$ cat src/rtl/switch_seq_detector_pkg.sv
// switch_seq_pkg: shared types and width helpers for switch_seq_detector.
//   state_t  : FSM state (IDLE / TRACK / MATCH), 2-bit encoding seen on the state output
//   calc_cw  : width of a switch-channel code
//   calc_iw  : width of a sequence-table index
//   calc_pw  : width of the progress count (must hold SEQ_LEN itself)
package switch_seq_pkg;

  typedef enum logic [1:0] {
    IDLE  = 2'd0,
    TRACK = 2'd1,
    MATCH = 2'd2
  } state_t;

  function automatic int calc_cw(input int n_sw);
    return (n_sw > 1) ? $clog2(n_sw) : 1;
  endfunction

  function automatic int calc_iw(input int seq_len);
    return (seq_len > 1) ? $clog2(seq_len) : 1;
  endfunction

  function automatic int calc_pw(input int seq_len);
    return $clog2(seq_len + 1);
  endfunction

endpackage

$ cat src/rtl/switch_seq_detector_if.sv
// switch_seq_detector_if: board-side bus of the switch sequence detector.
//   sw        : raw switch levels (asynchronous to clk)
//   prog_*    : sequence-table write port
//   state, progress, match, err_multi, timed_out : status towards display logic
// master = switch/programming side, slave = the detector.
interface switch_seq_detector_if #(
  parameter int N_SW    = 4,
  parameter int SEQ_LEN = 4
) ();
  localparam int CW = switch_seq_pkg::calc_cw(N_SW);
  localparam int IW = switch_seq_pkg::calc_iw(SEQ_LEN);
  localparam int PW = switch_seq_pkg::calc_pw(SEQ_LEN);

  logic [N_SW-1:0] sw;
  logic            prog_en;
  logic [IW-1:0]   prog_idx;
  logic [CW-1:0]   prog_code;
  logic [1:0]      state;
  logic [PW-1:0]   progress;
  logic            match;
  logic            err_multi;
  logic            timed_out;

  modport master (
    output sw, prog_en, prog_idx, prog_code,
    input  state, progress, match, err_multi, timed_out
  );

  modport slave (
    input  sw, prog_en, prog_idx, prog_code,
    output state, progress, match, err_multi, timed_out
  );
endinterface

$ cat src/rtl/switch_seq_detector_debounce.sv
// sw_debounce: single-channel switch debouncer.
//   clk, reset : clock and synchronous active-high reset
//   pb         : raw switch level (asynchronous)
//   level      : filtered level; rises after DB_BITS consecutive highs,
//                falls after DB_BITS consecutive lows, otherwise holds
module sw_debounce #(
  parameter int DB_BITS = 8
) (
  input  logic clk,
  input  logic reset,
  input  logic pb,
  output logic level
);
  logic [DB_BITS-1:0] sh_q;
  logic               level_q;

  // The shift register doubles as the synchroniser: a metastable first
  // stage can only delay agreement, never fake an all-ones/all-zeros run.
  always_ff @(posedge clk) begin
    if (reset) begin
      sh_q    <= '0;
      level_q <= 1'b0;
    end else begin
      sh_q <= {sh_q[DB_BITS-2:0], pb};
      if (&sh_q)
        level_q <= 1'b1;
      else if (~|sh_q)
        level_q <= 1'b0;
    end
  end

  assign level = level_q;
endmodule

$ cat src/rtl/switch_seq_detector.sv
// switch_seq_detector: debounces N_SW switches, turns clean rising edges into
// press codes and matches them against a programmable SEQ_LEN-code sequence.
//   clk, reset : clock and synchronous active-high reset
//   bus        : switch inputs, table write port and status outputs
//                (state, progress, match / err_multi / timed_out pulses)
module switch_seq_detector #(
  parameter int N_SW    = 4,
  parameter int SEQ_LEN = 4,
  parameter int DB_BITS = 8,
  parameter int TIMEOUT = 1000
) (
  input  logic                  clk,
  input  logic                  reset,
  switch_seq_detector_if.slave  bus
);
  import switch_seq_pkg::*;

  localparam int CW = calc_cw(N_SW);
  localparam int IW = calc_iw(SEQ_LEN);
  localparam int PW = calc_pw(SEQ_LEN);
  localparam int TW = (TIMEOUT > 1) ? $clog2(TIMEOUT) : 1;

  logic [N_SW-1:0] filt;
  logic [N_SW-1:0] filt_q;
  logic [N_SW-1:0] rise;
  logic [CW-1:0]   seq_q [SEQ_LEN];
  state_t          state_q;
  logic [PW-1:0]   progress_q;
  logic [TW-1:0]   cnt_q;
  logic            match_q;
  logic            err_q;
  logic            to_q;

  logic            press_valid;
  logic            press_bad;
  logic [CW-1:0]   press_code;
  logic [CW-1:0]   exp_code;
  logic            code_ok;

  for (genvar gi = 0; gi < N_SW; gi++) begin : g_db
    sw_debounce #(.DB_BITS(DB_BITS)) u_db (
      .clk   (clk),
      .reset (reset),
      .pb    (bus.sw[gi]),
      .level (filt[gi])
    );
  end

  assign rise = filt & ~filt_q;

  // A press is valid only when a single channel rose and nothing else is held.
  always_comb begin
    press_code  = '0;
    press_valid = (rise != '0) && ((rise & (rise - N_SW'(1))) == '0) && (filt == rise);
    press_bad   = (rise != '0) && !press_valid;
    for (int i = 0; i < N_SW; i++)
      if (rise[i]) press_code = CW'(i);
  end

  // Expected next code; a mux avoids indexing the table with a wider progress value.
  always_comb begin
    exp_code = seq_q[0];
    for (int i = 0; i < SEQ_LEN; i++)
      if (progress_q == PW'(i)) exp_code = seq_q[i];
  end

  assign code_ok = int'(bus.prog_code) < N_SW;

  // Sequence table; slot indices that do not exist simply never match.
  always_ff @(posedge clk) begin
    if (reset) begin
      for (int i = 0; i < SEQ_LEN; i++)
        seq_q[i] <= CW'(i % N_SW);
    end else if (bus.prog_en && code_ok) begin
      for (int i = 0; i < SEQ_LEN; i++)
        if (bus.prog_idx == IW'(i)) seq_q[i] <= bus.prog_code;
    end
  end

  always_ff @(posedge clk) begin
    if (reset) begin
      state_q    <= IDLE;
      progress_q <= '0;
      cnt_q      <= '0;
      filt_q     <= '0;
      match_q    <= 1'b0;
      err_q      <= 1'b0;
      to_q       <= 1'b0;
    end else begin
      filt_q  <= filt;
      match_q <= 1'b0;
      to_q    <= 1'b0;
      // Back-to-back rejects collapse so the pulse never stretches.
      err_q   <= press_bad && !err_q;
      if (bus.prog_en) begin
        state_q    <= IDLE;
        progress_q <= '0;
        cnt_q      <= '0;
      end else begin
        case (state_q)
          IDLE: begin
            cnt_q <= '0;
            if (press_valid && press_code == seq_q[0]) begin
              progress_q <= PW'(1);
              state_q    <= TRACK;
            end
          end
          TRACK: begin
            if (press_valid) begin
              cnt_q <= '0;
              if (press_code == exp_code) begin
                progress_q <= progress_q + PW'(1);
                if (progress_q == PW'(SEQ_LEN - 1)) begin
                  state_q <= MATCH;
                  match_q <= 1'b1;
                end
              end else if (press_code == seq_q[0]) begin
                progress_q <= PW'(1);
              end else begin
                progress_q <= '0;
                state_q    <= IDLE;
              end
            end else if (press_bad) begin
              // Rejected press freezes everything, including the idle counter.
              cnt_q <= cnt_q;
            end else if (TIMEOUT > 0 && cnt_q == TW'(TIMEOUT - 1)) begin
              state_q    <= IDLE;
              progress_q <= '0;
              cnt_q      <= '0;
              to_q       <= 1'b1;
            end else begin
              cnt_q <= cnt_q + TW'(1);
            end
          end
          MATCH: begin
            state_q    <= IDLE;
            progress_q <= '0;
            cnt_q      <= '0;
          end
          default: begin
            state_q    <= IDLE;
            progress_q <= '0;
            cnt_q      <= '0;
          end
        endcase
      end
    end
  end

  assign bus.state     = state_q;
  assign bus.progress  = progress_q;
  assign bus.match     = match_q;
  assign bus.err_multi = err_q;
  assign bus.timed_out = to_q;
endmodule

$ cat src/flat_wrapper.sv
// flat-port wrapper written by rule: the top's interface ports become plain ports
module switch_seq_detector_flat import switch_seq_pkg::*;
#(
  parameter int N_SW    = 4,
  parameter int SEQ_LEN = 4,
  parameter int DB_BITS = 8,
  parameter int TIMEOUT = 1000
)
  (clk, reset, bus_sw, bus_prog_en, bus_prog_idx, bus_prog_code, bus_state, bus_progress, bus_match, bus_err_multi, bus_timed_out);
  switch_seq_detector_if #(.N_SW(N_SW), .SEQ_LEN(SEQ_LEN)) bus_i ();
  input  logic clk;
  input  logic reset;
  input wire logic [$bits(bus_i.sw)-1:0] bus_sw;
  input wire logic [$bits(bus_i.prog_en)-1:0] bus_prog_en;
  input wire logic [$bits(bus_i.prog_idx)-1:0] bus_prog_idx;
  input wire logic [$bits(bus_i.prog_code)-1:0] bus_prog_code;
  output wire logic [$bits(bus_i.state)-1:0] bus_state;
  output wire logic [$bits(bus_i.progress)-1:0] bus_progress;
  output wire logic [$bits(bus_i.match)-1:0] bus_match;
  output wire logic [$bits(bus_i.err_multi)-1:0] bus_err_multi;
  output wire logic [$bits(bus_i.timed_out)-1:0] bus_timed_out;
  assign bus_i.sw = bus_sw;
  assign bus_i.prog_en = bus_prog_en;
  assign bus_i.prog_idx = bus_prog_idx;
  assign bus_i.prog_code = bus_prog_code;
  assign bus_state = bus_i.state;
  assign bus_progress = bus_i.progress;
  assign bus_match = bus_i.match;
  assign bus_err_multi = bus_i.err_multi;
  assign bus_timed_out = bus_i.timed_out;
  switch_seq_detector #(.N_SW(N_SW), .SEQ_LEN(SEQ_LEN), .DB_BITS(DB_BITS), .TIMEOUT(TIMEOUT)) u_core (.clk(clk), .reset(reset), .bus(bus_i));
endmodule
$ cat config.mk
export PLATFORM = sky130hd
export DESIGN_NAME = switch_seq_detector_flat
export DESIGN_NICKNAME = d
export VERILOG_FILES = /design/src/rtl/switch_seq_detector_pkg.sv /design/src/rtl/switch_seq_detector_if.sv /design/src/rtl/switch_seq_detector_debounce.sv /design/src/rtl/switch_seq_detector.sv /design/src/flat_wrapper.sv
export SDC_FILE = /design/constraint.sdc
export NUM_CORES = 1
export LEC_CHECK = 0
export BUFFER_PORTS_ARGS = -buffer_cell sky130_fd_sc_hd__buf_2
export CAP_MARGIN = 20
export CORE_ASPECT_RATIO = 0.5
export CORE_MARGIN = 1
export CORE_UTILIZATION = 40
export CTS_CLUSTER_SIZE = 30
export DETAILED_ROUTE_END_ITERATION = 10
export HOLD_SLACK_MARGIN = 0.06
export MAX_ROUTING_LAYER = met4
export PLACE_DENSITY_LB_ADDON = 0.3
export SYNTH_ARGS = -nofsm -noshare
export SYNTH_HDL_FRONTEND = slang
export SYNTH_SLANG_ARGS = --single-unit
$ cat constraint.sdc
create_clock -name clk -period 4.2 [get_ports clk]
set_input_delay 0.42 -clock clk [delete_from_list [all_inputs] [get_ports clk]]
set_output_delay 0.42 -clock clk [all_outputs]
set_load 0.05 [all_outputs]
==> results.toml, run 1 <==
[setup_path]
path_max_fanout = 9
start_kind = "flop"
critPathRequiredTime_ns = 4.45
endpoint_kind = "flop"
setup.worst_path.class = "reg -> reg"
arrival_ns = 2.58

[yosys]
synth-seq-cells = 66
ys_seq_area_frac = 0.510
netlist_area_sq_um = 2750
yosysMostFrequentCell = "dfxtp_1"
yosys.area.top_type_share = 0.422
syn_avg_cell_area_sq_um = 10.2
ys_types = 52
async_flop_share = 0
netlist_instances = 269
ys_top_cells_by_area = "dfxtp_1 (42%), edfxtp_1 (8.7%), nor2b_1 (8.4%)"
ys_top_cells_by_count = "dfxtp_1 (58), nor2b_1 (37), nor2_1 (18)"
yosysTopAreaCell = "dfxtp_1"
synth_warnings = 0
synth_flop_cell = "dfxtp_1"
synth_edf_count = 8
mappedNetlistNets = 285

[timing]
skew_ns = 0.00574
max_slew_margin = 0.425
finalSetupTns_ns = 0
worst_slack_ns = 1.87
slew_viol_final = 0
setup_viol = 0
grt_setup_unrepaired = "no"
period_share = 0.554
hold_viol_final = 0
timing.fmax_mhz = 430
worst_pin_slew_ns = 0.856
period_needed_ns = 2.33

[layout]
area_delta_synth_final_pct = 17.5
fin_nets = 308
fillCellCount = 576
regArea_sq_um = 1400
multiInputGateArea_sq_um = 1280
diodes = 0
drive_gt1_frac = 0.162

[floorplanning]
row_count = 20
die_area_sq_um = 7230
ios = 19
die_x_microns = 119
dieHeight_microns = 60.6
start_util = 0.433
core-area_sq_um = 6360

[grt]
antenna_found_initial = 0
grt_pass1_wl_microns = 8010
overflow = 0
track_usage = 0.152
grt_pass1_vias = 1796
grt_max_degree = 45

[cts]
cts.clk_slew.worst_paths_ns = 0.06
post_cts_buffers = 0
cts_sinks = 66
cts_buffers = 9
clk_latency_ns = 0.33
cts-root-buf = "clkbuf_16"
htree_levels = 3
clock_path_buffers = 2
holdBufCountCts = 0
tritoncts = "done"
cts_resized = 0

[power_and_ir_drop]
intPower_w = 0.00117
power_frac_clock = 0.524
sw_frac_of_total = 0.206
leakage_nw = 1.28
switchingPower_w = 0.000302
max-vdd-ir-drop_mv = 0.187
p_comb_frac = 0.027
p_seq_frac = 0.448
powerDensity_nw_per_um2 = 454

[place]
place_ws_ns = 1.85
port_buffers = 18
place.gp.congestion = 0.818
place_hpwl_microns = 3320

[drt]
wirelength_microns = 4810
drt_pass1_iterations = 4
wire_per_inst_microns = 12.5
vias = 1954
ant_nets = 0
drc_errors = 0
vias_per_cell = 5.08
first_iter_violations = 89

[outcome]
status = "complete, no violations"

[flow_run]
maxCapViolCount = 0

[hold_path]
hold_path_class = "in -> reg"
[sequential cells by signal, summed over array words and instances, names as in the netlist]
name / flops
u_core.bus.err_multi: 1
u_core.seq_q: 8
u_core.filt_q: 4
u_core.g_db.u_db.level: 4
u_core.bus.state: 2
u_core.bus.match: 1
u_core.bus.progress: 3
u_core.g_db.u_db.sh_q: 32
u_core.cnt_q: 10
u_core.bus.timed_out: 1
[worst max-delay path, cell delays in order, from the launching register on]
cell and delay (ns):
dfxtp_1 0.35, ha_1 0.21, ha_1 0.28, nor4bb_1 0.30, a21oi_1 0.10, o211ai_1 0.17, nand4b_4 0.17, or4_1 0.48
a31oi_1 0.17
[metal layers]
metal | vias to the layer above | GRT usage | share of wire
li1 | 1008 | - | -
met1 | 909 | 0.177 | 0.52
met2 | 26 | 0.236 | 0.42
met3 | 11 | 0.0545 | 0.037
met4 | 0 | 0.0814 | 0.021
met5 | - | - | 0
[metrics by stage]
step	std cells	hold slack (ns)	total power, W	instance area (sq um)	util
2_1_floorplan	269	0.417	0.000697	2750	-
3_3_place_gp	369	0.412	0.000710	2920	0.459
3_5_place_dp	369	0.411	0.000712	2920	0.459
4_1_cts	385	0.288	0.00148	3230	0.508
5_1_grt	385	0.297	0.00152	3230	0.508
6_report	385	0.297	0.00147	3230	0.508
[placed cells by master, fill, tap and decap left out, types with 2 or more instances in the layout]
| master | netlist | final |
|---|---|---|
| a21oi_1 | 4 | 4 |
| and3_1 | 5 | 5 |
| nand4_1 | 7 | 7 |
| nand2_1 | 15 | 15 |
| and2_1 | 3 | 3 |
| mux2i_1 | 3 | 3 |
| edfxtp_1 | 8 | 8 |
| or4_1 | 5 | 5 |
| nand2b_1 | 8 | 8 |
| clkbuf_16 | 0 | 10 |
| o21ai_0 | 7 | 7 |
| ha_1 | 5 | 5 |
| o31ai_1 | 2 | 2 |
| nor2b_1 | 37 | 37 |
| clkinvlp_4 | 0 | 2 |
| buf_2 | 0 | 18 |
| inv_1 | 8 | 8 |
| nor4bb_1 | 2 | 2 |
| nor2_1 | 18 | 18 |
| a32oi_1 | 2 | 2 |
| o211ai_1 | 2 | 2 |
| nor3b_1 | 2 | 2 |
| nor3_1 | 7 | 7 |
| dfxtp_1 | 58 | 58 |
| and4_1 | 3 | 3 |
| nor4_1 | 5 | 5 |
| a21o_1 | 3 | 3 |
| nand3_1 | 10 | 10 |
| a32o_1 | 2 | 2 |
| xnor2_1 | 3 | 3 |
| xor2_1 | 7 | 7 |
| and2b_2 | 2 | 2 |
[worst paths after layout]
path	depth (start not counted)	slack (ns)	from	to
worst max-delay path	8	1.87	u_core.bus.progress[0]	u_core.bus.state[0]
worst min-delay path	2	0.30	bus_sw[3]	u_core.g_db[3].u_db.sh_q[0]
worst max register to register	8	1.87	u_core.bus.progress[0]	u_core.bus.state[0]
worst min register to register	1	0.42	u_core.bus.err_multi	u_core.bus.err_multi
[power by group through the flow]
stage | Combinational [W] | Sequential [W] | Clock, W
2_1_floorplan | 0.0000286 | 0.000669 | 0
3_3_place_gp | 0.0000391 | 0.000671 | 0
3_5_place_dp | 0.0000403 | 0.000671 | 0
4_1_cts | 0.0000404 | 0.000658 | 0.000784
5_1_grt | 0.0000446 | 0.000659 | 0.000814
6_report | 0.0000400 | 0.000658 | 0.000770
[layout make-up]
type | instances | share of cell area
repair buffers | 18 | 0.0279
inverters | 8 | 0.00930
clock inverters | 5 | 0.0186
flip-flops and latches | 66 | 0.434
multi-input cells | 189 | 0.398
clock buffers | 11 | 0.0786
well taps | 88 | 0.0341
[cells by family (layout without fill, tap and decap cells)]
kind of cell / Yosys count / in the layout / synth area share
buffers and inverters: 14 / 42 / 0.0232
XOR/XNOR: 10 / 10 / 0.0318
adder cells (fa/ha/maj): 5 / 5 / 0.0227
flip-flops: 66 / 66 / 0.510
AO/OA/AOI/OAI: 34 / 34 / 0.0969
AND/OR/NAND/NOR: 137 / 137 / 0.305
multiplexers: 3 / 3 / 0.0109
No activity file was read; power rests on OpenSTA's default activity.
==> inputs of run 2 (changes only) <==
Clock period 4.2 ns to 2.4 ns, I/O delays scaled along.
==> run 2 against run 1 <==
Net effect: non-clock buffer count up 4; combinational power rose by 89%; power is 65% higher; clock skew about the same; first-iteration DRC count shrank 11%; count of clock-buffer cells in the layout shrank 1; worst setup slack worse by 1.7 ns; clock power rose by 56%; die area is the same; final cell count increased by 1.0%.
==> results.toml, run 2 (synthesis results as in run 1) <==
[outcome]
status = "complete, no violations"

[setup_path]
path_max_fanout = 9
arrival_ns = 2.46
r2r_cells = 8
endpoint_kind = "flop"
setup.worst_path.class = "reg -> reg"
critPathRequiredTime_ns = 2.64
start_kind = "flop"

[place]
place.gp.congestion = 0.837
port_buffers = 18
place_hpwl_microns = 3350

[drt]
wirelength_microns = 4920
drc_errors = 0
first_iter_violations = 79
ant_nets = 0
vias_per_cell = 5.14
vias = 1999
drt_pass1_iterations = 4
wire_per_inst_microns = 12.6

[cts]
cts_buffers = 9
tritoncts = "done"
clk_latency_ns = 0.32
cts_sinks = 66
cts-root-buf = "clkbuf_16"
holdBufCountCts = 0
htree_levels = 3
clock_path_buffers = 2
cts.clk_slew.worst_paths_ns = 0.06

[layout]
diodes = 0
drive_gt1_frac = 0.189
final_common_cell = "dfxtp_1"
most-common-layout-cells = "dfxtp_1 (55), nor2b_1 (37), nor2_1 (18), buf_2 (18), nand2_1 (15)"
fin_nets = 312
top_regs = "u_core.g_db.u_db.sh_q x32, u_core.cnt_q x10, u_core.seq_q x8"
area_delta_synth_final_pct = 17.9
largest_reg_flops = 32
top_register = "u_core.g_db.u_db.sh_q"
final_util = 0.510

[floorplanning]
core-area_sq_um = 6360
row_count = 20
dieHeight_microns = 60.6
ios = 19
die_x_microns = 119
start_util = 0.433
die_area_sq_um = 7230

[power_and_ir_drop]
powerDensity_nw_per_um2 = 748
leakage_nw = 1.29
max-vdd-ir-drop_mv = 0.345

[timing]
slew_viol_final = 0
worst_pin_slew_ns = 0.559
finalSetupTns_ns = 0
hold_viol_final = 0
grt_setup_unrepaired = "no"
period_share = 0.924
skew_ns = 0.00558
setup_viol = 0
max_slew_margin = 0.627
period_needed_ns = 2.22
timing.fmax_mhz = 451

[grt]
antenna_found_initial = 0
overflow = 0
grt_max_degree = 34
grt_pass1_vias = 1884
grt_pass1_wl_microns = 8510
track_usage = 0.160

[hold_path]
hold_path_depth = 2
hold_path_class = "in -> reg"

[flow_run]
maxCapViolCount = 0
run 2: cell count changes in the layout (fill, tap and decap cells not counted), moves of 2 or more:
cell / before / now
clkinv_2: 0 / 2
dfxtp_1: 58 / 55
buf_4: 0 / 4
dfxtp_2: 0 / 3
run 2: path summary, 6_finish.rpt:
path	slack, ns	to	from
worst min register to register	0.42	u_core.bus.err_multi	u_core.bus.err_multi
worst max register to register	0.18	u_core.bus.state[0]	u_core.bus.progress[0]
worst min-delay path	0.12	u_core.g_db[0].u_db.sh_q[0]	bus_sw[0]
worst max-delay path	0.18	u_core.bus.state[0]	u_core.bus.progress[0]
run 2: area by class of cell:
| cell class | count | area [sq um] |
|---|---|---|
| fill | 582 | 3110 |
| sequential | 66 | 1410 |
| multi-input combinational | 189 | 1300 |
| clock buffer | 10 | 239 |
| timing repair buffer | 22 | 120 |
| tap | 88 | 110 |
| clock inverter | 6 | 41.3 |
| inverter | 8 | 30.0 |
run 2: timing repair:
item	4_1_cts	5_1_grt
pin swaps	1	3
buffers inserted	0	1
resized for setup	1	1
setup endpoints to repair	1	1
run 2: routing by layer:
layer  track usage  routed length, microns  vias up  part of all wire
met4        0.0796                      96        0             0.020
li1              -                       -     1018                 -
met5             -                       0        -                 0
met3        0.0573                     237       12             0.048
met2         0.242                    2060       46              0.42
met1         0.193                    2530      923              0.51
run 2: report_power, final:
part            total, W  internal, W  switching [W]
logic          0.0000756    0.0000363      0.0000392
clock network    0.00120     0.000726       0.000470
registers        0.00115      0.00114      0.0000132
run 2: worst max-delay path, cell delays in order (launching register included):
cell and delay, ns:
dfxtp_2 0.35, ha_1 0.20, ha_2 0.24, nor4b_4 0.25, a32oi_1 0.11, o211ai_1 0.17
nand4b_4 0.14, or4_1 0.48, a31oi_1 0.20
run 2: per-stage QoR:
| stage | cell area (sq um) | total power (W) | hold WS (ns) | cells | setup WS, ns |
|---|---|---|---|---|---|
| 6_report | 3240 | 0.00242 | 0.122 | 389 | 0.183 |
| 5_1_grt | 3240 | 0.00250 | 0.125 | 389 | 0.0539 |
| 4_1_cts | 3230 | 0.00245 | 0.116 | 388 | 0.0188 |
| 2_1_floorplan | 2750 | 0.00122 | 0.323 | 269 | 0.117 |
| 3_3_place_gp | 2940 | 0.00125 | 0.406 | 372 | 0.175 |
| 3_5_place_dp | 2940 | 0.00125 | 0.410 | 372 | 0.0768 |
==> inputs of run 3 (changes only) <==
Settings changed: CORE_MARGIN 1 to 1.5.
==> run 3 against run 2 <==
Net effect: count of clock-buffer cells in the layout did not move; critical path type unchanged; maximum frequency rose by 0.51%; design area rose by 0.81%; critical path depth did not move; largest power group unchanged; power rose by 4.0%; non-clock buffer count fell by 1; register-to-register slack barely moved.
==> results.toml, run 3 (synthesis results as in run 1) <==
[layout]
top_register = "u_core.g_db.u_db.sh_q"
final_util = 0.490
multiInputGateArea_sq_um = 1300
diodes = 0
final_common_cell = "dfxtp_1"
drive_gt1_frac = 0.190
area_delta_synth_final_pct = 18.8
most-common-layout-cells = "dfxtp_1 (55), nor2b_1 (37), nor2_1 (18), buf_2 (18), nand2_1 (15)"
top_regs = "u_core.g_db.u_db.sh_q x32, u_core.cnt_q x10, u_core.seq_q x8"
regArea_sq_um = 1410
largest_reg_flops = 32
fillCellCount = 627
fin_nets = 311

[power_and_ir_drop]
powerDensity_nw_per_um2 = 771
total_power_w = 0.00252
max-vdd-ir-drop_mv = 0.482
leakage_nw = 1.30

[cts]
clock_path_buffers = 2
htree_levels = 3
holdBufCountCts = 0
clk_latency_ns = 0.32
cts-root-buf = "clkbuf_16"
cts_buffers = 9
cts.clk_slew.worst_paths_ns = 0.06
cts_sinks = 66
tritoncts = "done"

[drt]
ant_nets = 0
wirelength_microns = 4800
drt_pass1_iterations = 4
first_iter_violations = 103
vias = 1959
drc_errors = 0
wire_per_inst_microns = 12.2
vias_per_cell = 5.00

[floorplanning]
die_x_microns = 120
ios = 19
core-area_sq_um = 6670
die_area_sq_um = 7410
row_count = 21
dieHeight_microns = 61.6
start_util = 0.412

[setup_path]
start_kind = "flop"
setup.worst_path.class = "reg -> reg"
path_max_fanout = 9
cpMaxStageDelayCell = "or4_1"
r2r_cells = 8
cp.depth = 8
cp_num_buf_inv = 0
critPathRequiredTime_ns = 2.65
endpoint_kind = "flop"
r2r-end = "u_core.bus.state[0]"
regToRegSetupSlack_ns = 0.19
arrival_ns = 2.45
path_cells = "ha_1 > ha_2 > nor4b_4 > a32oi_1 > o211ai_1 > nand4b_4 > or4_1 > a31oi_1"
critical_path.max_stage_delay_ns = 0.48
r2r_start = "u_core.bus.progress[0]"
cpLargestDelayFamily = "simple AND/OR/NAND/NOR gates"

[timing]
worst_pin_slew_ns = 0.540
max_slew_margin = 0.640
hold_viol_final = 0
period_share = 0.919
timing.fmax_mhz = 453
worst_hold_slack_ns = 0.123
period_needed_ns = 2.21
finalSetupTns_ns = 0
slew_viol_final = 0
skew_ns = 0.00600
grt_setup_unrepaired = "no"
worst_slack_ns = 0.194
setup_viol = 0

[outcome]
status = "complete, no violations"

[grt]
grt_max_degree = 33
track_usage = 0.146
antenna_found_initial = 0
overflow = 0
grt_pass1_wl_microns = 7980
grt_pass1_vias = 1797

[hold_path]
hold_path_class = "in -> reg"
min_from = "bus_sw[3]"
whs_endpoint = "u_core.g_db[3].u_db.sh_q[0]"
hold_path_depth = 2

[flow_run]
maxCapViolCount = 0

[place]
place_hpwl_microns = 3360
place.gp.congestion = 0.804
place_ws_ns = 0.0829
port_buffers = 18
==> run 3: cell type report <==
| class | instances | share of cell area |
|---|---|---|
| clock buffer | 10 | 0.0731 |
| clock inverter | 6 | 0.0195 |
| inverter | 8 | 0.00919 |
| multi-input combinational | 189 | 0.399 |
| sequential | 66 | 0.430 |
| tap | 92 | 0.0352 |
| timing repair buffer | 21 | 0.0345 |
==> run 3: how the worst max path moves through the flow <==
stage / from / endpoint
after floorplan: u_core.bus.progress[0] / u_core.bus.state[0]
after global placement: u_core.bus.progress[0] / u_core.bus.state[0]
after detailed placement: u_core.bus.progress[0] / u_core.bus.state[0]
after CTS: u_core.bus.progress[0] / u_core.bus.state[0]
after global routing: u_core.bus.progress[0] / u_core.bus.state[0]
final: u_core.bus.progress[0] / u_core.bus.state[0]
==> run 3: stage by stage <==
step	instance area [sq um]	std cells
floorplan	2750	269
global placement	2950	376
detailed placement	2950	376
CTS	3250	392
global route	3270	392
finish	3270	392
==> run 3: what timing repair did <==
action,CTS,global route
setup buffers,0,0
setup endpoints to repair,0,1
resized for setup,0,3
==> run 3: routing by layer <==
metal	global-route usage	vias up	part of all wire
li1	-	1016	-
met1	0.171	911	0.50
met2	0.234	27	0.45
met3	0.0546	5	0.035
met4	0.0504	0	0.0092
met5	-	-	0
==> run 3: power breakdown <==
group          switching, W  internal (W)  leakage, nW  total [W]
registers         0.0000124       0.00114        0.550    0.00115
clock network      0.000463      0.000833        0.153    0.00130
logic             0.0000380     0.0000351        0.595  0.0000730
total              0.000513       0.00201         1.30    0.00252
